<file path="config.mk">
export PLATFORM = sky130hd
export DESIGN_NAME = mem_test_engine
export DESIGN_NICKNAME = d
export VERILOG_FILES = /design/src/rtl/mem_test_engine.sv
export SDC_FILE = /design/constraint.sdc
export NUM_CORES = 1
export LEC_CHECK = 0
export BUFFER_PORTS_ARGS = -buffer_cell sky130_fd_sc_hd__clkbuf_2
export CAP_MARGIN = 25
export CELL_PAD_IN_SITES_DETAIL_PLACEMENT = 1
export CELL_PAD_IN_SITES_GLOBAL_PLACEMENT = 2
export CORE_AREA = 3 3 179 181
export DETAILED_ROUTE_END_ITERATION = 10
export DIE_AREA = 0 0 182 184
export HOLD_SLACK_MARGIN = 0.02
export MAX_ROUTING_LAYER = met4
export PLACE_DENSITY = 0.81
export SLEW_MARGIN = 20
export SYNTH_ARGS = -nofsm -noshare
export SYNTH_HDL_FRONTEND = slang
export SYNTH_SLANG_ARGS = --single-unit
</file>
<file path="constraint.sdc">
create_clock -name clk -period 3.8 [get_ports clk]
set_input_delay 0.19 -clock clk [delete_from_list [all_inputs] [get_ports clk]]
set_output_delay 0.19 -clock clk [all_outputs]
set_load 0.03 [all_outputs]
</file>
<file path="src/rtl/mem_test_engine.sv">
// Host-side SDRAM exerciser: writes a seeded pattern over an address window
// through the FIFOs, reads it back in order and reports mismatches.
module mem_test_engine #(
   parameter int                     HADDR_WIDTH     = 24,
   parameter logic [HADDR_WIDTH-1:0] START_ADDR      = 24'h000000,
   parameter int                     NUM_WORDS       = 256,
   parameter logic [15:0]            PATTERN_SEED    = 16'hA5C3,
   parameter int                     MAX_OUTSTANDING = 4
) (
   input  logic                   clk,
   input  logic                   rst_n,
   input  logic                   start,
   input  logic                   busy,
   output logic [HADDR_WIDTH-1:0] haddr,
   output logic                   wr_enable,
   output logic [15:0]            wr_data,
   output logic                   rd_enable,
   input  logic [15:0]            rd_data,
   input  logic                   rd_rdy,
   output logic                   rd_ack,
   output logic                   running,
   output logic                   done,
   output logic                   pass,
   output logic [7:0]             err_count,
   output logic [HADDR_WIDTH-1:0] first_err_addr
);

   localparam int CW = HADDR_WIDTH + 1;
   localparam logic [CW-1:0] NUM  = CW'(NUM_WORDS);
   localparam logic [CW-1:0] LAST = CW'(NUM_WORDS - 1);
   localparam logic [CW-1:0] C_ONE = CW'(1);
   localparam logic [HADDR_WIDTH-1:0] A_ONE = HADDR_WIDTH'(1);
   localparam logic [3:0] MAXO = 4'(MAX_OUTSTANDING);

   localparam logic [1:0] S_IDLE  = 2'd0;
   localparam logic [1:0] S_WRITE = 2'd1;
   localparam logic [1:0] S_READ  = 2'd2;
   localparam logic [1:0] S_DONE  = 2'd3;

   logic [1:0]             state;
   logic                   start_q;
   logic [HADDR_WIDTH-1:0] wr_addr;
   logic [HADDR_WIDTH-1:0] rd_addr;
   logic [HADDR_WIDTH-1:0] chk_addr;
   logic [CW-1:0]          wr_cnt;
   logic [CW-1:0]          iss_cnt;
   logic [CW-1:0]          chk_cnt;
   logic [3:0]             outstanding;

   logic        start_rise;
   logic        can_write;
   logic        can_issue;
   logic        take;
   logic        check;
   logic        mismatch;
   logic [15:0] expect_data;

   function automatic logic [15:0] pattern(input logic [15:0] a);
      return a ^ PATTERN_SEED;
   endfunction

   // A word is taken only when rd_ack is low, so pops never run back to back.
   always_comb begin
      start_rise  = start & ~start_q;
      can_write   = (state == S_WRITE) & ~busy;
      can_issue   = (state == S_READ) & ~busy &
                    (outstanding < MAXO) & (iss_cnt < NUM);
      take        = rd_rdy & ~rd_ack;
      check       = take & (state == S_READ);
      expect_data = pattern(chk_addr[15:0]);
      mismatch    = check & (rd_data != expect_data);
   end

   always_ff @(posedge clk or negedge rst_n) begin
      if (!rst_n) begin
         state          <= S_IDLE;
         start_q        <= 1'b0;
         wr_addr        <= '0;
         rd_addr        <= '0;
         chk_addr       <= '0;
         wr_cnt         <= '0;
         iss_cnt        <= '0;
         chk_cnt        <= '0;
         outstanding    <= '0;
         haddr          <= '0;
         wr_enable      <= 1'b0;
         wr_data        <= '0;
         rd_enable      <= 1'b0;
         rd_ack         <= 1'b0;
         running        <= 1'b0;
         done           <= 1'b0;
         pass           <= 1'b0;
         err_count      <= '0;
         first_err_addr <= '0;
      end else begin
         start_q   <= start;
         wr_enable <= 1'b0;
         rd_enable <= 1'b0;
         rd_ack    <= take;

         case ({can_issue, check})
            2'b10:   outstanding <= outstanding + 4'd1;
            2'b01:   outstanding <= outstanding - 4'd1;
            default: ;
         endcase

         case (state)
            S_WRITE: begin
               if (can_write) begin
                  wr_enable <= 1'b1;
                  haddr     <= wr_addr;
                  wr_data   <= pattern(wr_addr[15:0]);
                  wr_addr   <= wr_addr + A_ONE;
                  wr_cnt    <= wr_cnt + C_ONE;
                  if (wr_cnt == LAST)
                     state <= S_READ;
               end
            end
            S_READ: begin
               if (can_issue) begin
                  rd_enable <= 1'b1;
                  haddr     <= rd_addr;
                  rd_addr   <= rd_addr + A_ONE;
                  iss_cnt   <= iss_cnt + C_ONE;
               end
               if (mismatch) begin
                  if (err_count != 8'hFF)
                     err_count <= err_count + 8'd1;
                  if (err_count == 8'd0)
                     first_err_addr <= chk_addr;
               end
               if (check) begin
                  chk_addr <= chk_addr + A_ONE;
                  chk_cnt  <= chk_cnt + C_ONE;
                  if (chk_cnt == LAST) begin
                     state   <= S_DONE;
                     running <= 1'b0;
                     done    <= 1'b1;
                     pass    <= (err_count == 8'd0) & ~mismatch;
                  end
               end
            end
            default: begin
               // IDLE and DONE: only drain via rd_ack, or launch a new run
               if (start_rise) begin
                  state          <= S_WRITE;
                  running        <= 1'b1;
                  done           <= 1'b0;
                  pass           <= 1'b0;
                  err_count      <= '0;
                  first_err_addr <= '0;
                  wr_addr        <= START_ADDR;
                  rd_addr        <= START_ADDR;
                  chk_addr       <= START_ADDR;
                  wr_cnt         <= '0;
                  iss_cnt        <= '0;
                  chk_cnt        <= '0;
                  outstanding    <= '0;
               end
            end
         endcase
      end
   end

endmodule

</file>
## Yosys cells after proc, flatten, opt, wreduce, memory -nomap -nowiden

Cells that the tools add are included.

| word-level totals | value |
|---|---|
| input port bits | 21 |
| output and inout port bits | 78 |
| register bits after elaboration | 232 |
| logic and storage cells | 126 |

| cells by class | value |
|---|---|
| mux-type cells | 48 |
| order comparisons | 2 |
| equality and inequality tests | 16 |
| reduce and logical (&&, ||, !) cells | 15 |
| add/sub/neg operators | 9 |
| bitwise gates (word level) | 17 |

Operators by type and width:

| cell | count |
|---|---|
| one-hot mux 24 bit (2 select lines) | 5 |
| two-way mux 24 bit | 8 |
| one-hot mux 25 bit (2 select lines) | 3 |
| two-way mux 25 bit | 4 |
| adder 25 x 1 -> 25 bit (second input constant) | 3 |
| adder 24 x 1 -> 24 bit (second input constant) | 3 |
| equality test 25 x 8 -> 1 bit (second input constant) | 2 |
| less-than comparator 25 x 9 -> 1 bit (second input constant) | 1 |
| two-way mux 8 bit | 3 |
| inequality test 16 bit | 1 |
| NOT 8 bit | 2 |
| one-hot mux 8 bit (2 select lines) | 1 |
| two-way mux 1 bit | 12 |
| AND reduction 3 bit | 4 |
| AND reduction 4 bit | 3 |
| two-way mux 2 bit | 5 |
| bitwise AND 1 bit | 9 |
| adder 8 x 1 -> 8 bit (second input constant) | 1 |
| logical NOT 8 bit | 1 |
| two-way mux 4 bit | 2 |
| inequality test 2 x 1 -> 1 bit (second input constant) | 4 |
| inequality test 2 bit (second input constant) | 4 |
| inequality test 8 bit (second input constant) | 1 |
| one-hot mux 4 bit (2 select lines) | 1 |
| other kinds (13) | 24 |

## Depth between registers and ports, before layout

Gate-level depths: netlist of run 1.

| logic depth | value |
|---|---|
| depth in word-level cells | 9 |
| depth in mapped cells | 14 |
| depth with buffers taken out | 13 |

## Least setup slack after synthesis of run 1

No wires, ideal clock.

| timing | value |
|---|---|
| path type | register to register |
| start point | reg state[0] |
| end point | reg outstanding[3] |
| path buffers | 1 |
| period minus slack after synthesis | 2904 ps |
| library setup time | 77 ps |
| data required time | 3723 ps |
| arrival time | 2826 ps |
| slack | 896 ps |
| cell stages (with the launch flop) | 15 |
| path through | dfrtp_1 > inv_1 > ha_1 > buf_2 > inv_2 > or3_4 > nor3_2 > inv_1 > ha_1 > ha_1 > a21o_1 > a21oi_1 > xnor2_1 > or3_1 > a21oi_1 |

| on the way | value |
|---|---|
| longest elaborated chain between the ends | 8 |
| elaborated cells between the ends (all ways) | 12 |
| classes of those cells | eq/ne (4); mux (3); bitwise (4); reduce/logical (1) |

RTL lines:

| what | line | source |
|---|---|---|
| from (decl) | 40 | `logic [1:0] state;` |
| from (signal assigned) | 76 | `state <= S_IDLE;` |
| from (signal assigned) | 116 | `state <= S_READ;` |
| from (signal assigned) | 136 | `state <= S_DONE;` |
| equality test 2 bit | 66, 69, 107 |  |
| bitwise AND 1 bit (2 in a row) | 66 | `can_issue = (state == S_READ) & ~busy &` |
| bitwise AND 1 bit | 67 | `(outstanding < MAXO) & (iss_cnt < NUM);` |
| equality test 2 x 1 -> 1 bit / equality test 2 bit (equally long branches) | 101 | `case ({can_issue, check})` |
| one-hot mux 4 bit (2 select lines) | 101 |  |
| two-way mux 4 bit | 145 | `if (start_rise) begin` |
| two-way mux 4 bit (*) | 107 | `case (state)` |
| to (signal assigned) | 102 | `2'b10: outstanding <= outstanding + 4'd1;` |
| to (signal assigned) | 103 | `2'b01: outstanding <= outstanding - 4'd1;` |
| to (decl) | 48 | `logic [3:0] outstanding;` |

Mark *: on every way between the ends. The rest lies on a longest branch, timed or not.
A chain may end at the register's enable or synchronous reset.

## Worst setup path in the final report of run 1

| timing | value |
|---|---|
| start point | reg state[0] |
| end point | reg chk_cnt[24] |

| on the way | value |
|---|---|
| longest elaborated chain between the ends | 4 |
| elaborated cells between the ends (all ways) | 8 |
| classes of those cells | eq/ne (3); mux (1); bitwise (2); reduce/logical (2) |

RTL lines:

| what | line | source |
|---|---|---|
| equality test 2 bit | 69, 107 |  |
| bitwise AND 1 bit | 69 | `check = take & (state == S_READ);` |
| inequality test 2 bit (no source line) | -- |  |
| AND reduction 3 bit (no source line) | -- |  |
| to (signal assigned) | 134 | `chk_cnt <= chk_cnt + C_ONE;` |
| to (decl) | 47 | `logic [CW-1:0] chk_cnt;` |

Parallel ways exist; a longest one is shown, timed or not.

==> flow_metrics.py, run 1 <==
metrics = {
    "outcome": {
        "outcome": "completed",
    },
    "worst_setup_path": {
        "crit_slowest_cell": "a2111oi_4",
        "endpoint_kind": "flop",
        "critPathArrivalTime_ns": 3.85,
        "critical_path_class": "reg2reg",
        "worstPathCellList": "inv_1 -> ha_4 -> buf_4 -> nand3b_1 -> a2111oi_4 -> nand4_1 -> or3_1 -> a21oi_1",
        "r2r_cells": 8,
        "start_kind": "flop",
        "reg2reg_to": "chk_cnt[24]",
        "worstPathMaxFanout": 59,
        "r2r_slack_ns": 0.41,
        "required_ns": 4.26,
        "critPathMaxStageDelay_ns": 0.71,
        "r2r_start": "state[0]",
    },
    "sta": {
        "grt_setup_unrepaired": "false",
        "post-route-min-period_ns": 3.39,
        "fmax_mhz": 295,
        "relSlewSlack_pct": 31.8,
        "skew_ns": 0.0119,
        "hold_viol": 0,
        "setup_tns_ns": 0,
        "setup_viol": 0,
        "fin_crit_sh_pct": 89.1,
        "worst_pin_slew_ns": 1.02,
        "maxSlewViolCount": 0,
    },
    "yosys": {
        "syn-instance-count": 1213,
        "synth_area_leaders": "dfrtp_1 (49%), mux2_2 (4.8%), xor2_1 (4.1%), nand2_1 (3.7%), a21oi_1 (3.4%)",
        "synth_top_cell_area_share_pct": 48.9,
        "synthFlopType": "dfrtp_1",
        "synth_edf_count": 0,
        "synth_commonest_cells": "dfrtp_1 (232), nand2_1 (118), nor2_1 (100)",
        "synth_warnings": 0,
        "yosysSeqAreaShare_pct": 48.9,
        "synth.largest_area_cell": "dfrtp_1",
        "synth_area_um2": 11900,
        "ys_types": 57,
        "syn_nets": 1249,
        "synth_seq_cells": 232,
        "syn_avg_cell_area_um2": 9.79,
        "async_flop_share_pct": 100,
        "yosys.cell_count.top_type": "dfrtp_1",
    },
    "cts": {
        "post-cts-setup-buffer-count": 0,
        "clkTransAtPathRegs_ns": 0.06,
        "clock-sinks": 232,
        "cts_max_path_buffers": 3,
        "numCtsBuffers": 28,
        "insertion_delay_ns": 0.54,
        "cts_tree": "yes",
        "clockRootBuffer": "clkbuf_16",
        "cts_max_level": 1,
    },
    "power_and_ir_drop": {
        "p_per_area_nw_per_um2": 535,
        "p_leak_nw": 6.27,
        "comb_power_share_pct": 24.2,
        "swShare_pct": 34.1,
        "power_frac_seq_pct": 38.0,
        "ir_worst_vdd_uv": 310,
        "p_int_mw": 4.90,
        "power_switching_mw": 2.53,
        "power.share.clock_pct": 37.8,
    },
    "placement": {
        "finalWeightedCongestion": 0.794,
        "port_buffers": 98,
        "dp_hpwl_mm": 22.5,
        "dp.cells": 1659,
    },
    "route": {
        "drtIter0Drc": 511,
        "viasPerCell": 5.62,
        "top_layer_used": "met4",
        "drc": 0,
        "wl_per_cell_um": 19.6,
        "wl_met1_mm": 16.3,
        "met3_wirelength_um": 978,
        "wl_met2_mm": 15.8,
        "finalWirelength_mm": 33.6,
        "ant_nets": 0,
        "drtPass1Iterations": 5,
        "num_vias": 9645,
    },
    "grt": {
        "grt-ovfl-total": 0,
        "grt_first_pass_wirelength_mm": 55.2,
        "grt_usage_pct": 20.5,
        "grt_pass1_vias": 10100,
        "antenna_found_initial": 1,
        "grt_max_degree": 128,
    },
    "hold_path": {
        "min_from": "rd_rdy",
        "min_path_cells": 2,
        "worst_hold_path.endpoint": "rd_ack",
        "hold_path_class": "in2reg",
    },
    "floorplan": {
        "initial_utilization_pct": 38.8,
        "core-area_um2": 30600,
        "die_x_um": 182,
        "num_io_pins": 99,
        "fp.dieArea_um2": 33500,
        "num_rows": 64,
        "die_h_um": 184,
    },
    "finish": {
        "final_net_count": 1335,
        "layout-area-overhead-vs-synth_pct": 17.0,
        "instances_no_fill": 1716,
        "drive_gt1_share_pct": 17.9,
    },
    "flow_run": {
        "cap_violations": 0,
    },
}
sequential cells by signal, summed over array words and instances (netlist names):
signal          flops
wr_enable           1
start_q             1
rd_ack              1
err_count           8
haddr              24
done                1
wr_addr            24
pass                1
iss_cnt            25
rd_addr            24
running             1
chk_cnt            25
first_err_addr     24
chk_addr           24
wr_data            16
rd_enable           1
wr_cnt             25
outstanding         4
state               2
kinds of logic after synthesis:
kind of cell	count (synthesis)	synth area share, %
simple gates	519	22.9
flops	232	48.9
compound gates	196	10.9
xor+xnor	96	7.08
buf+inv	95	3.08
mux	60	5.59
fa+ha+maj	15	1.64
cell usage in the layout (no fill, tap or decap), types with 18 or more instances in the layout:
master and count:
dfrtp_1 232, nand2_1 118, nor2_1 99, clkbuf_2 97, a21oi_1 80, nand3_1 57
xor2_1 56, nand4_1 54, mux2_2 51, o21ai_0 45, and2_1 44, xnor2_1 40
clkbuf_16 29, or3_1 25, a311o_1 24, buf_4 23, inv_1 22, nor4_1 22
and3_1 21, or4_1 18
worst max-delay path by stage:
stage | startpoint | to | slack [ns]
3_5_place_dp | state[0] | chk_cnt[24] | 0.39
5_1_grt | state[0] | chk_cnt[24] | 0.07
2_1_floorplan | state[0] | outstanding[3] | 0.90
4_1_cts | state[0] | chk_cnt[24] | 0.37
6_report | state[0] | chk_cnt[24] | 0.41
3_3_place_gp | state[0] | chk_cnt[24] | 0.49
area by class of cell:
class | instances | area, um^2
fill | 3478 | 16700
tap | 396 | 495
clock inverter | 14 | 186
sequential | 232 | 5810
clock buffer | 36 | 772
antenna | 1 | 2.50
timing repair buffer | 128 | 800
inverter | 23 | 86.3
multi-input combinational | 886 | 5750
critical path, delay by kind of cell, from the launching register on:
family | cells | cell delay (ns)
AO/OA/AOI/OAI | 2 | 0.86
adder cells (fa/ha/maj) | 1 | 0.17
buffers and inverters | 2 | 0.64
flip-flops | 1 | 0.40
AND/OR/NAND/NOR | 3 | 1.24
layer usage:
| metal | GRT usage, % | vias to the layer above |
|---|---|---|
| met2 | 32.2 | 122 |
| li1 | - | 4523 |
| met5 | - | - |
| met1 | 28.9 | 4953 |
| met4 | 4.08 | 0 |
| met3 | 2.31 | 47 |
what timing repair did:
| action | CTS | global route |
|---|---|---|
| hold endpoints to repair | 124 | 0 |
| resized for setup | 0 | 0 |
| hold buffers | 2 | 0 |
per-stage QoR:
stage | instance area, um^2 | setup slack, ns | total power, mW | utilization [%] | hold slack, ns
global route | 13900 | 0.0719 | 7.79 | 45.4 | 0.0288
finish | 13900 | 0.413 | 7.43 | 45.4 | 0.0566
floorplan | 11900 | 0.896 | 4.00 | - | -0.106
CTS | 13800 | 0.370 | 7.47 | 45.1 | 0.0251
global placement | 12800 | 0.492 | 4.59 | 41.9 | 0.367
detailed placement | 12800 | 0.390 | 4.64 | 41.9 | 0.367
power groups by stage:
stage / clock network [mW] / registers (mW) / logic [mW]
3_3_place_gp: 0 / 2.86 / 1.73
4_1_cts: 2.86 / 2.83 / 1.78
2_1_floorplan: 0 / 3.00 / 0.999
3_5_place_dp: 0 / 2.87 / 1.77
6_report: 2.81 / 2.83 / 1.80
5_1_grt: 2.97 / 2.85 / 1.97
Power figures use the tool's default switching activity.
==> run 2, diff against run 1 <==
CORE_AREA = 3 3 232 234   (was 3 3 179 181)
DIE_AREA = 0 0 235 237   (was 0 0 182 184)
PLACE_DENSITY = 0.53   (was 0.81)
==> run 2 against run 1 <==
Effect of this change:
- clock-buffer cell count increased by 10
- wire length increased by 11%
- critical path depth rose by 3
- flip-flop and latch count is the same
- largest power group is now clock
==> flow_metrics.py, run 2 (same netlist as run 1, synthesis figures left out) <==
metrics = {
    "finish": {
        "antennaDiodeCount": 0,
        "reg_top3": "chk_cnt (25), iss_cnt (25), wr_cnt (25)",
        "layout-area-overhead-vs-synth_pct": 20.9,
        "final_net_count": 1349,
        "most-common-layout-cells": "dfrtp_1 (232), nand2_1 (118), nor2_1 (99), clkbuf_2 (97), a21oi_1 (80)",
        "final_util_pct": 27.5,
        "drive_gt1_share_pct": 19.1,
        "fill_cells": 5938,
        "ff_latch_area_um2": 5810,
        "multi_input_area_um2": 5750,
        "final_common_cell": "dfrtp_1",
    },
    "sta": {
        "skew_ns": 0.00691,
        "setup_tns_ns": 0,
        "maxSlewViolCount": 0,
        "fmax_mhz": 320,
        "relSlewSlack_pct": 34.4,
        "worst_pin_slew_ns": 0.976,
        "grt_setup_unrepaired": "false",
        "fin_crit_sh_pct": 82.1,
        "hold_viol": 0,
        "setup_viol": 0,
        "post-route-min-period_ns": 3.12,
    },
    "power_and_ir_drop": {
        "p_leak_nw": 6.36,
        "ir_worst_vdd_uv": 299,
        "power.share.clock_pct": 38.5,
        "power_switching_mw": 2.63,
        "p_int_mw": 4.96,
        "p_per_area_nw_per_um2": 528,
        "swShare_pct": 34.6,
        "power_frac_seq_pct": 37.3,
        "comb_power_share_pct": 24.2,
    },
    "route": {
        "drtPass1Iterations": 4,
        "num_vias": 9515,
        "drc": 0,
        "met3_wirelength_um": 903,
        "top_layer_used": "met4",
        "wl_met1_mm": 18.8,
        "ant_nets": 0,
        "wl_per_cell_um": 18.4,
        "finalWirelength_mm": 37.2,
        "drtIter0Drc": 472,
        "wl_met2_mm": 16.8,
        "viasPerCell": 4.70,
    },
    "placement": {
        "dp_hpwl_mm": 25.3,
        "port_buffers": 98,
        "finalWeightedCongestion": 0.735,
    },
    "worst_setup_path": {
        "worstPathMaxFanout": 3,
        "critical_path_class": "reg2reg",
        "start_kind": "flop",
        "required_ns": 4.29,
        "endpoint_kind": "flop",
        "critPathArrivalTime_ns": 3.62,
        "r2r_cells": 11,
    },
    "flow_run": {
        "cap_violations": 0,
    },
    "cts": {
        "clockRootBuffer": "clkbuf_16",
        "insertion_delay_ns": 0.57,
        "cts_hold_buf": 3,
        "cts_tree": "yes",
        "clkTransAtPathRegs_ns": 0.06,
        "clock-sinks": 232,
        "cts_max_level": 1,
        "post-cts-setup-buffer-count": 0,
        "cts_max_path_buffers": 3,
        "numCtsBuffers": 31,
        "cts_resized": 0,
    },
    "grt": {
        "grt_usage_pct": 13.6,
        "grt_first_pass_wirelength_mm": 60.3,
        "grt-ovfl-total": 0,
        "antenna_found_initial": 0,
        "grt_max_degree": 101,
        "grt_pass1_vias": 10000,
    },
    "floorplan": {
        "core-area_um2": 52200,
        "initial_utilization_pct": 22.7,
        "die_x_um": 235,
        "num_rows": 84,
        "die_h_um": 237,
        "fp.dieArea_um2": 55700,
        "num_io_pins": 99,
    },
    "outcome": {
        "outcome": "completed",
    },
    "hold_path": {
        "min_path_cells": 3,
        "hold_path_class": "in2reg",
    },
}
## run 2: cell type report
type	instances	area share, %
clock inverter	10	0.549
sequential	232	40.4
clock buffer	46	6.56
timing repair buffer	139	5.85
tap	688	5.99
inverter	23	0.601
multi-input combinational	886	40.0
## run 2: path summary, 6_finish.rpt
path | startpoint | slack [ns] | end
min in group asynchronous | rst_n | 0.27 | first_err_addr[8]
worst min register to register | wr_addr[15] | 0.47 | wr_data[15]
worst max register to register | iss_cnt[21] | 0.68 | outstanding[3]
worst max-delay path | iss_cnt[21] | 0.68 | outstanding[3]
max in group asynchronous | rst_n | 2.50 | wr_data[11]
worst min-delay path | busy | 0.13 | wr_addr[0]
## run 2: per-stage QoR
stage	hold slack [ns]	setup slack, ns	total power, mW	instances	cell area (um^2)
finish	0.125	0.679	7.59	2024	14400
global route	0.118	0.372	8.05	2024	14400
CTS	0.0774	0.675	7.76	2024	14400
detailed placement	0.329	0.667	4.76	1965	13300
global placement	0.335	0.686	4.74	1964	13300
floorplan	-0.106	0.896	4.00	1213	11900
## run 2: worst max-delay path, cell delays in order, from the launching register on
cell and delay [ns]:
dfrtp_1 0.37, or4_1 0.51, or3_4 0.35, nor3_2 0.26
inv_1 0.11, ha_1 0.25, ha_1 0.28, a21o_1 0.17
a21oi_1 0.18, xnor2_1 0.10, or3_1 0.31, a21oi_1 0.15
## run 2: routing by layer
metal / GRT usage [%] / up-vias
met5: - / -
met4: 3.13 / 0
met3: 1.70 / 40
met2: 20.9 / 69
met1: 19.2 / 4867
li1: - / 4539
## run 2: power groups by stage
stage               Clock [mW]  Sequential (mW)  Combinational [mW]
finish                    2.92             2.83                1.84
floorplan                    0             3.00               0.999
global route              3.15             2.86                2.04
CTS                       3.04             2.83                1.89
detailed placement           0             2.87                1.88
global placement             0             2.87                1.86
==> run 3, diff against run 2 <==
ABC_AREA = 1   (was not set)
CORE_AREA = 3 3 244 246   (was 3 3 232 234)
DIE_AREA = 0 0 247 249   (was 0 0 235 237)
PLACE_DENSITY = 0.58   (was 0.53)
clock period = 3 ns   (was 3.8 ns; I/O delays follow)
==> run 3 against run 2 <==
Effect of this change:
- non-clock buffer count is 8 lower
- clock-buffer cell count increased by 7
- global-route usage up 2.2 points
- critical path depth increased by 3
- combinational power up 79%
- flip-flop and latch count did not move
- clock skew up 0.019 ns
- synthesized area up 11%
- register-to-register slack got worse by 0.29 ns
- sequential power rose by 31%
- clock power is 39% higher
- critical path type unchanged
- largest power group unchanged
==> flow_metrics.py, run 3 <==
metrics = {
    "outcome": {
        "outcome": "completed",
    },
    "worst_setup_path": {
        "path_buf_inv": 4,
        "worstPathCellList": "inv_1 -> ha_4 -> buf_4 -> inv_4 -> nor2_1 -> ha_1 -> ha_1 -> a21oi_1 -> nand2_1 -> a21oi_1 -> o21ai_0 -> nand2_1 -> inv_1 -> nor3_1",
        "critical_path_class": "reg2reg",
        "r2r_cells": 14,
        "required_ns": 3.44,
        "crit_slowest_cell": "dfrtp_1",
        "r2r_start": "state[0]",
        "start_kind": "flop",
        "cp_top_family": "adder cells",
        "critPathArrivalTime_ns": 3.05,
        "critPathMaxStageDelay_ns": 0.41,
        "reg2reg_to": "outstanding[3]",
        "r2r_slack_ns": 0.39,
        "worstPathMaxFanout": 18,
        "endpoint_kind": "flop",
    },
    "yosys": {
        "synth_area_leaders": "dfrtp_1 (44%), nand2_1 (19%), nor2_1 (6.4%), inv_1 (5.8%), o21ai_0 (5.2%)",
        "yosysSeqAreaShare_pct": 44.1,
        "syn-instance-count": 1877,
        "ys_types": 38,
        "synth_top_cell_area_share_pct": 44.1,
        "synth_seq_cells": 232,
        "synth_area_um2": 13200,
        "synth_warnings": 0,
        "synth.largest_area_cell": "dfrtp_1",
        "syn_nets": 1913,
        "synthFlopType": "dfrtp_1",
        "syn_avg_cell_area_um2": 7.01,
        "yosys.cell_count.top_type": "nand2_1",
        "async_flop_share_pct": 100,
        "synth_edf_count": 0,
        "synth_commonest_cells": "nand2_1 (650), dfrtp_1 (232), nor2_1 (226)",
    },
    "power_and_ir_drop": {
        "p_per_area_nw_per_um2": 704,
        "power_mw": 11.1,
        "ir_worst_vdd_uv": 456,
        "p_leak_nw": 7.50,
    },
    "finish": {
        "layout-area-overhead-vs-synth_pct": 19.4,
        "final_util_pct": 27.3,
        "antennaDiodeCount": 0,
        "final_net_count": 2013,
        "reg_top3": "chk_cnt (25), iss_cnt (25), wr_cnt (25)",
        "design_area_um2": 15700,
        "drive_gt1_share_pct": 10.0,
        "most-common-layout-cells": "nand2_1 (650), dfrtp_1 (232), nor2_1 (226), inv_1 (205), o21ai_0 (138)",
        "final_common_cell": "nand2_1",
        "instances_no_fill": 2767,
    },
    "floorplan": {
        "die_x_um": 247,
        "fp.dieArea_um2": 61500,
        "num_io_pins": 99,
        "num_rows": 88,
        "die_h_um": 249,
        "initial_utilization_pct": 22.9,
        "core-area_um2": 57600,
    },
    "sta": {
        "fmax_mhz": 383,
        "worst_slack_ns": 0.387,
        "skew_ns": 0.0264,
        "relSlewSlack_pct": 31.8,
        "worst_pin_slew_ns": 1.02,
        "setup_viol": 0,
        "hold_viol": 0,
        "setup_tns_ns": 0,
        "maxSlewViolCount": 0,
        "grt_setup_unrepaired": "false",
        "post-route-min-period_ns": 2.61,
        "fin_crit_sh_pct": 87.1,
        "whs_ns": 0.172,
    },
    "placement": {
        "dp.cells": 2702,
        "dp_slack_ns": 0.372,
        "finalWeightedCongestion": 0.805,
        "port_buffers": 98,
        "place_area_um2": 14600,
        "dp_hpwl_mm": 33.9,
    },
    "route": {
        "wl_per_cell_um": 16.8,
        "ant_nets": 0,
        "drtPass1Iterations": 5,
        "drc": 0,
        "finalWirelength_mm": 46.6,
        "num_vias": 12400,
        "viasPerCell": 4.50,
        "drtIter0Drc": 621,
    },
    "grt": {
        "grt_first_pass_wirelength_mm": 75.5,
        "grt_pass1_vias": 12900,
        "grt_max_degree": 87,
        "grt_usage_pct": 15.8,
        "grt-ovfl-total": 0,
        "antenna_found_initial": 1,
    },
    "cts": {
        "cts_resized": 0,
        "clockRootBuffer": "clkbuf_16",
        "cts_max_path_buffers": 3,
        "clock-sinks": 232,
        "clkTransAtPathRegs_ns": 0.06,
        "cts_tree": "yes",
        "numCtsBuffers": 34,
        "insertion_delay_ns": 0.55,
        "cts_max_level": 2,
    },
    "flow_run": {
        "cap_violations": 0,
    },
    "hold_path": {
        "hold_path_class": "in2async",
    },
}
-- run 3: cell count changes after synthesis, moves of 41 or more --
cell	delta
mux2_2	-51
o21ai_0	+93
nor2_1	+126
nand4_1	+42
inv_1	+183
and2_1	-41
a21oi_1	-45
nand2_1	+532
-- run 3: routing by layer --
metal | routed length, um | GRT usage [%] | vias to the layer above
met3 | 1490 | 2.54 | 53
li1 | - | - | 6170
met5 | 0 | - | -
met4 | 897 | 3.62 | 0
met2 | 21000 | 24.2 | 140
met1 | 23200 | 21.9 | 6075
-- run 3: cell families after synthesis --
family,share of synthesized area [%]
compound gates,6.95
xor+xnor,2.53
fa+ha+maj,1.48
buf+inv,8.55
flops,44.1
mux,0.304
simple gates,36.1
-- run 3: worst register-to-register path, cell delays in order (launching register included) --
cell     delay (ns)
dfrtp_1        0.41
inv_1          0.11
ha_4           0.16
buf_4          0.23
inv_4          0.16
nor2_1         0.19
ha_1           0.27
ha_1           0.30
a21oi_1        0.14
nand2_1        0.08
a21oi_1        0.12
o21ai_0        0.12
nand2_1        0.08
inv_1          0.03
nor3_1         0.13
-- run 3: what timing repair did --
item | in CTS | in global routing
buffers inserted | 0 | 0
endpoints found under the hold margin | 65 | 0
hold buffers | 4 | 0
setup endpoints to repair | 0 | 0
-- run 3: cell type report --
cell class	count	area, um^2
Clock buffer	53	1020
Clock inverter	8	97.6
Fill cell	7153	41900
Inverter	212	798
Multi-Input combinational cell	1366	6240
Sequential cell	232	5810
Tap cell	765	957
Timing Repair Buffer	131	796
-- run 3: worst max-delay path by stage --
stage | start | to | slack, ns | cells after the start
finish | state[0] | outstanding[3] | 0.39 | 14
global route | state[0] | outstanding[3] | 0.1 | 14
CTS | state[0] | wr_cnt[14] | 0.34 | 10
detailed placement | state[0] | wr_cnt[14] | 0.37 | 10
global placement | state[0] | first_err_addr[21] | 0.48 | 10
floorplan | state[0] | outstanding[3] | 0.73 | 15
-- run 3: power breakdown --
part / leakage (nW) / switching, mW / internal, mW
sequential: 3.19 / 0.260 / 3.45
combinational: 3.76 / 2.51 / 0.775
clock: 0.553 / 1.56 / 2.52
